`src/rtl/bp_pkg.sv`:
```
// bp_pkg: shared 2-bit saturating counter encodings for the branch predictor.
package bp_pkg;
    localparam logic [1:0] CTR_SNT   = 2'b00;
    localparam logic [1:0] CTR_WNT   = 2'b01;
    localparam logic [1:0] CTR_WT    = 2'b10;
    localparam logic [1:0] CTR_ST    = 2'b11;
    localparam logic [1:0] CTR_RESET = CTR_WNT;
    localparam logic [1:0] CTR_ALLOC = CTR_WT;
endpackage

```
`src/rtl/bp_sat_counter.sv`:
```
// bp_sat_counter: combinational next state of a 2-bit saturating direction counter.
module bp_sat_counter
    import bp_pkg::*;
(
    input  logic [1:0] ctr_i,
    input  logic       taken_i,
    output logic [1:0] ctr_next_o
);
    always_comb
        ctr_next_o = taken_i ? ((ctr_i == CTR_ST)  ? CTR_ST  : ctr_i + 2'd1)
                             : ((ctr_i == CTR_SNT) ? CTR_SNT : ctr_i - 2'd1);
endmodule

```
`src/rtl/branch_predictor.sv`:
```
// branch_predictor: direct-mapped BTB with 2-bit counters, combinational lookup,
// execute-stage training, mispredict detection and performance counters.
module branch_predictor
    import bp_pkg::*;
#(
    parameter int ENTRIES = 16,
    parameter int CNT_W   = 16
) (
    input  logic             clk,
    input  logic             reset_n,
    input  logic [31:0]      PCF,
    output logic             PredTakenF,
    output logic [31:0]      PredTargetF,
    input  logic             BranchE,
    input  logic [31:0]      PCE,
    input  logic             TakenE,
    input  logic [31:0]      TargetE,
    input  logic             PredTakenE,
    input  logic [31:0]      PredTargetE,
    output logic             MispredictE,
    output logic [31:0]      CorrectPCE,
    output logic [CNT_W-1:0] BranchCount,
    output logic [CNT_W-1:0] MispredCount
);
    localparam int IDX_W = $clog2(ENTRIES);
    localparam int TAG_W = 30 - IDX_W;

    logic             valid_q  [ENTRIES];
    logic [TAG_W-1:0] tag_q    [ENTRIES];
    logic [31:0]      target_q [ENTRIES];
    logic [1:0]       ctr_q    [ENTRIES];
    logic [CNT_W-1:0] branch_cnt_q, mispred_cnt_q;

    logic [IDX_W-1:0] f_idx, e_idx;
    logic [TAG_W-1:0] f_tag, e_tag;
    logic             f_hit, e_hit;
    logic [1:0]       ctr_d;
    logic             unused_pc;

    assign unused_pc = ^{PCF[1:0], PCE[1:0]};
    assign f_idx = PCF[IDX_W+1:2];
    assign f_tag = PCF[31:IDX_W+2];
    assign e_idx = PCE[IDX_W+1:2];
    assign e_tag = PCE[31:IDX_W+2];
    assign f_hit = valid_q[f_idx] && tag_q[f_idx] == f_tag;
    assign e_hit = valid_q[e_idx] && tag_q[e_idx] == e_tag;

    // Lookup reads registered state only, so a same-cycle update is not bypassed.
    assign PredTakenF   = f_hit && ctr_q[f_idx][1];
    assign PredTargetF  = PredTakenF ? target_q[f_idx] : '0;
    assign MispredictE  = BranchE && (PredTakenE != TakenE || (TakenE && PredTargetE != TargetE));
    assign CorrectPCE   = TakenE ? TargetE : PCE + 32'd4;
    assign BranchCount  = branch_cnt_q;
    assign MispredCount = mispred_cnt_q;

    bp_sat_counter u_ctr (
        .ctr_i      (ctr_q[e_idx]),
        .taken_i    (TakenE),
        .ctr_next_o (ctr_d)
    );

    always_ff @(posedge clk or negedge reset_n) begin
        if (!reset_n) begin
            for (int i = 0; i < ENTRIES; i++) begin
                valid_q[i]  <= 1'b0;
                tag_q[i]    <= '0;
                target_q[i] <= '0;
                ctr_q[i]    <= CTR_RESET;
            end
            branch_cnt_q  <= '0;
            mispred_cnt_q <= '0;
        end else begin
            if (BranchE) begin
                branch_cnt_q <= branch_cnt_q + CNT_W'(1);
                if (e_hit) begin
                    ctr_q[e_idx] <= ctr_d;
                    if (TakenE) target_q[e_idx] <= TargetE;
                end else if (TakenE) begin
                    valid_q[e_idx]  <= 1'b1;
                    tag_q[e_idx]    <= e_tag;
                    target_q[e_idx] <= TargetE;
                    ctr_q[e_idx]    <= CTR_ALLOC;
                end
            end
            if (MispredictE) mispred_cnt_q <= mispred_cnt_q + CNT_W'(1);
        end
    end
endmodule

```
`config.mk`:
```
export PLATFORM = sky130hd
export DESIGN_NAME = branch_predictor
export DESIGN_NICKNAME = d
export VERILOG_FILES = /design/src/rtl/bp_pkg.sv /design/src/rtl/bp_sat_counter.sv /design/src/rtl/branch_predictor.sv
export SDC_FILE = /design/constraint.sdc
export NUM_CORES = 2
export LEC_CHECK = 0
export ABC_CLOCK_PERIOD_IN_PS = 17050
export CAP_MARGIN = 25
export CORE_ASPECT_RATIO = 0.6
export CORE_MARGIN = 2
export CORE_UTILIZATION = 45
export CTS_BUF_LIST = sky130_fd_sc_hd__clkbuf_16
export DETAILED_ROUTE_END_ITERATION = 12
export PLACE_DENSITY_LB_ADDON = 0.2
export SETUP_SLACK_MARGIN = 0.15
export SYNTH_ARGS = -nofsm -noshare
export SYNTH_HDL_FRONTEND = slang
export SYNTH_SLANG_ARGS = --single-unit
```
`constraint.sdc`:
```
create_clock -name clk -period 17.05 [get_ports clk]
set_input_delay 4.2625 -clock clk [delete_from_list [all_inputs] [get_ports clk]]
set_output_delay 4.2625 -clock clk [all_outputs]
set_load 0.05 [all_outputs]
```
### Yosys cells after proc, flatten, opt, wreduce, memory -nomap -nowiden

Cells that the tools add are included.

* register bits after elaboration: 1008
* bits in latches: 0
* memory bits (writable): 0
* ROM bits: 0
* input port bits: 133
* word-level logic and storage cells: 137
* memories kept: 0

* add/sub/neg operators: 5
* multipliers: 0
* divide/modulo/power cells: 0
* order comparisons: 3
* equality and inequality tests: 5
* shift operators: 0
* muxes and demuxes: 39
* bitwise operators: 7
* reductions and logical operators: 12

Operators with widths (count)
* $bwmux W512: 1
* $bwmux W416: 1
* $mux W32: 7
* $bmux W26 S4: 2
* $mux W26: 5
* $bmux W32 S4: 1
* $demux W32 S4: 1
* $demux W26 S4: 1
* $eq A26 B26 Y1: 2
* $add A16 B1 Y16 const B: 2
* $add A32 B3 Y32 const B: 1
* $bwmux W32: 1
* $ne A32 B32 Y1: 1
* $or A16 B16 Y16: 2
* $and A16 B16 Y16: 1
* $bmux W2 S4: 2
* $mux W2: 8
* $not A16 Y16: 1
* $ge A5 B5 Y1 const B: 2
* $not A4 Y5: 2
* $bmux W1 S4: 2
* $demux W2 S4: 1
* $logic_and A1 B1 Y1: 6
* $lt A5 B1 Y1 const B: 1
* other kinds (12): 17

### Logic depth before layout (Yosys ltp)

* depth in word-level cells: 9
* gate-level depth with buffers: 14
* mapped depth without buffers: 8

### Modules after synthesis

A second synthesis with hierarchy kept.

* cells, all modules: 3446
* area total of the unflattened synthesis: 51207.9 um^2

Modules (own cells, without submodules)
* branch_predictor: times used 1, cells each 3443, area an instance 51181.6 um^2, seq. area each 25244.2 um^2
* bp_sat_counter: times used 1, cells each 3, area an instance 26.3 um^2, seq. area each 0.0 um^2

### Least setup slack after synthesis

No wires, ideal clock.

* path kind: in2out
* start: input PCF[2]
* end: output PredTargetF[10]
* arrival time: 7.877 ns
* required time: 12.787 ns
* path slack: 4.911 ns
* stages: 10
* cell sequence: clkbuf_1 > buf_2 > buf_1 > mux4_2 > mux4_2 > xor2_1 > nor4_1 > nand4_1 > clkbuf_1 > nor2b_1

* longest elaborated chain between the ends: 8
* elaborated cells between the ends (all ways): 17
* classes of those cells: 1 x eq/ne; 13 x mux; 1 x bitwise; 2 x reduce/logical

Ends and longest elaborated chain
* start: declaration: RTL line branch_predictor.sv:11 `input logic [31:0] PCF,`
* $not A4 Y5 (not written as such) *: RTL line branch_predictor.sv:45, branch_predictor.sv:49, branch_predictor.sv:50
* $bmux W26 S4: RTL line branch_predictor.sv:45 `assign f_hit = valid_q[f_idx] && tag_q[f_idx] == f_tag;`
* $mux W26 (not written as such) (2 in series): RTL line branch_predictor.sv:45
* $eq A26 B26 Y1: RTL line branch_predictor.sv:45
* $logic_and A1 B1 Y1: RTL line branch_predictor.sv:45
* $logic_and A1 B1 Y1: RTL line branch_predictor.sv:49 `assign PredTakenF = f_hit && ctr_q[f_idx][1];`
* $mux W32 *: RTL line branch_predictor.sv:50 `assign PredTargetF = PredTakenF ? target_q[f_idx] : '0;`
* end: declaration: RTL line branch_predictor.sv:13 `output logic [31:0] PredTargetF,`

Mark *: on every way between the ends. The rest lies on a longest branch, timed or not. The select of a mux whose other input is x is not followed.

### Final worst setup path

* start: input PCF[3]
* end: output PredTargetF[26]

Same word-level chain as after synthesis.

==> results_dict.tcl <==
set metrics [dict create \
    r2r_cells 9 \
    post-route-util_pct 50.8 \
    synth_seq_cells 1008 \
    clock_sinks 1008 \
    clk_latency_ns 0.73 \
    muxShareOfSynthArea_pct 39.8 \
    final_cells 5169 \
    slew_violations 0 \
    p_per_area_nw_per_um2 115 \
    ys.flop_type "dfrtp_1" \
    path_max_fanout 67 \
    synthAdderAreaFrac_pct 0.162 \
    netlist_instances 3477 \
    synthXorXnorAreaFrac_pct 2.38 \
    status "completed" \
    grt_pass1_wl_um 228000 \
    layout.nets 3697 \
    drtIter0Drc 3025 \
    yosysTopAreaCellShare_pct 47.1 \
    synth_top_family_by_area "multiplexers" \
    grt_pass1_vias 31700 \
    reg2reg_slack_ns 12.54 \
    synthArstFlopShare_pct 100 \
    final-hold-violation-count 0 \
    die_area_um2 120000 \
    cp.arrival_ns 9.79 \
    cp-end-kind "output pin" \
    finalSetupViolCount 0 \
    wl_um 154000 \
    maxCapViolations 0 \
    synth_top_cells_by_count "992 x dfrtp_1, 664 x mux2_2, 382 x mux4_2, 247 x mux2_4, 228 x clkbuf_1" \
    cts_made_buffers 99 \
    fmax_mhz 71.1 \
    synth_compound_area_share_pct 2.95 \
    critPathLaunchType "input port" \
    cts.repair.resized 0 \
    min_path_type "flop to flop" \
    timing.rr.end "ctr_q[14]" \
    drc_errors 0 \
    ctsHoldBuffers 0 \
    rsz0062_at_grt "no" \
    ant_nets 0 \
    fp-row-count 97 \
    drive_above_1_share_pct 43.6 \
    wl_per_cell_um 29.8 \
    p_leak_nw 25.4 \
    synth-simple-area-share_pct 3.55 \
    via_per_inst 6.11 \
    vias 31600 \
    coreArea_um2 116000 \
    min_from "BranchCount[15]" \
    grt_max_degree 152 \
    post-cts-setup-buffers 0 \
    critPathCapture "PredTargetF[26]" \
    tns_ns 0 \
    cts_tree "done" \
    h-tree-depth 3 \
    slew-limit-headroom_pct 14.5 \
    path_clk_slew_ns 0.06 \
    synth_largest_area_cell "dfrtp_1" \
    worstPathRequired_ns 12.79 \
    syn_area_per_cell_um2 15.1 \
    r2r_start "tag_q[336]" \
    grt-ovfl-total 0 \
    numPortBuffers 228 \
    fin_skew_ns 0.0433 \
    ys_types 65 \
    period_needed_ns 14.06 \
    num_io_pins 231 \
    syn_nets 3616 \
    root_buffer "clkbuf_16" \
    placedCellCount 4988 \
    period_share_pct 82.4 \
    first_pass_iters 5 \
    die_h_um 269 \
    critPathLaunch "PCF[3]" \
    ys_seq_area_share_pct 47.9 \
    die_w_um 446 \
    syn_area_um2 52700 \
    power_mw 6.78 \
    path_class "input port to output pin" \
    start_util_pct 45.2 \
    yosysMostFrequentCell "dfrtp_1" \
    dp_hpwl_um 92300 \
    globalplace.congestion 0.829 \
    tightest_slew_ns 1.27 \
    ys_warn_count 0 \
    grt_use_total_pct 25.9 \
    peakVddDrop_v 0.0000698 \
    antenna_found_initial 4 \
    synth_edf_count 0 \
    synth.area.top_cells "dfrtp_1 47%, mux4_2 16%, mux2_2 14%" \
    cts_buffer_depth 3 \
    syn2layout_area_growth_pct 12.2 \
]
## cell usage in the layout (no fill, tap or decap), types with 19 or more instances in the layout
cell type	count
dfrtp_1	992
nor2_1	44
a22oi_1	19
clkinv_1	24
nand3_1	37
a21oi_1	24
mux2_1	32
xnor2_1	70
o21ai_0	52
mux2_4	247
nor2b_1	42
nand2b_1	19
mux2_2	664
clkdlybuf4s50_1	218
mux2i_1	81
nand4_1	22
mux4_2	382
nand2_1	102
xor2_1	73
inv_1	38
buf_4	90
clkbuf_16	101
## through the flow
step                instance area, um2  hold WS, ns  setup slack, ns
floorplan                        52700        0.450             4.91
global placement                 56000        0.458             3.15
detailed placement               56000        0.461             3.14
CTS                              59000        0.469             3.12
global route                     59100        0.488             2.84
finish                           59100        0.462             2.99
## cell families (layout without fill, tap and decap cells)
| logic type | after synthesis | in the layout |
|---|---|---|
| muxes | 1406 | 1406 |
| DFF | 1008 | 1008 |
| and+or+nand+nor | 365 | 365 |
| buffers and inverters | 358 | 512 |
| AOI/OAI and AO/OA | 190 | 190 |
| xor gates and xnor gates | 143 | 143 |
| adders and majority gates | 7 | 7 |
| other | 0 | 4 |
## how the worst min path moves through the flow
stage | to | slack [ns] | depth (start not counted)
floorplan | valid_q[9] | 0.45 | 1
global placement | BranchCount[15] | 0.46 | 1
detailed placement | BranchCount[15] | 0.46 | 1
CTS | BranchCount[15] | 0.47 | 1
global route | BranchCount[15] | 0.49 | 1
finish | BranchCount[15] | 0.46 | 1
## registers in the layout, indices dropped and copies added (netlist names)
| name | cells |
|---|---|
| MispredCount | 16 |
| tag_q | 416 |
| ctr_q | 32 |
| BranchCount | 16 |
| valid_q | 16 |
| target_q | 512 |
## critical path, stage by stage
cell             delay (ns)
clkbuf_8               0.61
buf_4                  0.57
mux4_2                 0.58
xnor2_1                0.78
nand4_1                0.26
nor4_1                 1.02
nand4_1                0.18
buf_4                  0.32
nor2b_1                0.22
clkdlybuf4s50_1        0.82
## cell type report
type | instances | area [um2]
fillers | 9665 | 57300
inverters | 17 | 63.8
diodes | 4 | 10.0
clock inverters | 73 | 485
clock buffers | 101 | 2530
flip-flops and latches | 1008 | 25200
repair buffers | 321 | 3070
well taps | 1534 | 1920
multi-input cells | 2111 | 25800
## where the power goes
part           total [mW]  internal (mW)  switching, mW
Combinational        1.50          0.874          0.626
Clock                2.12           1.15          0.976
Sequential           3.16           2.86          0.307
## routing by layer
layer  global-route usage [%]  up-vias  routed length (um)
li1                         -    13200                   -
met2                     37.2      969               66800
met3                     4.70      184                9230
met5                        0        -                   0
met4                     6.22        0                3610
met1                     40.5    17200               74200
Power figures use the tool's default switching activity.
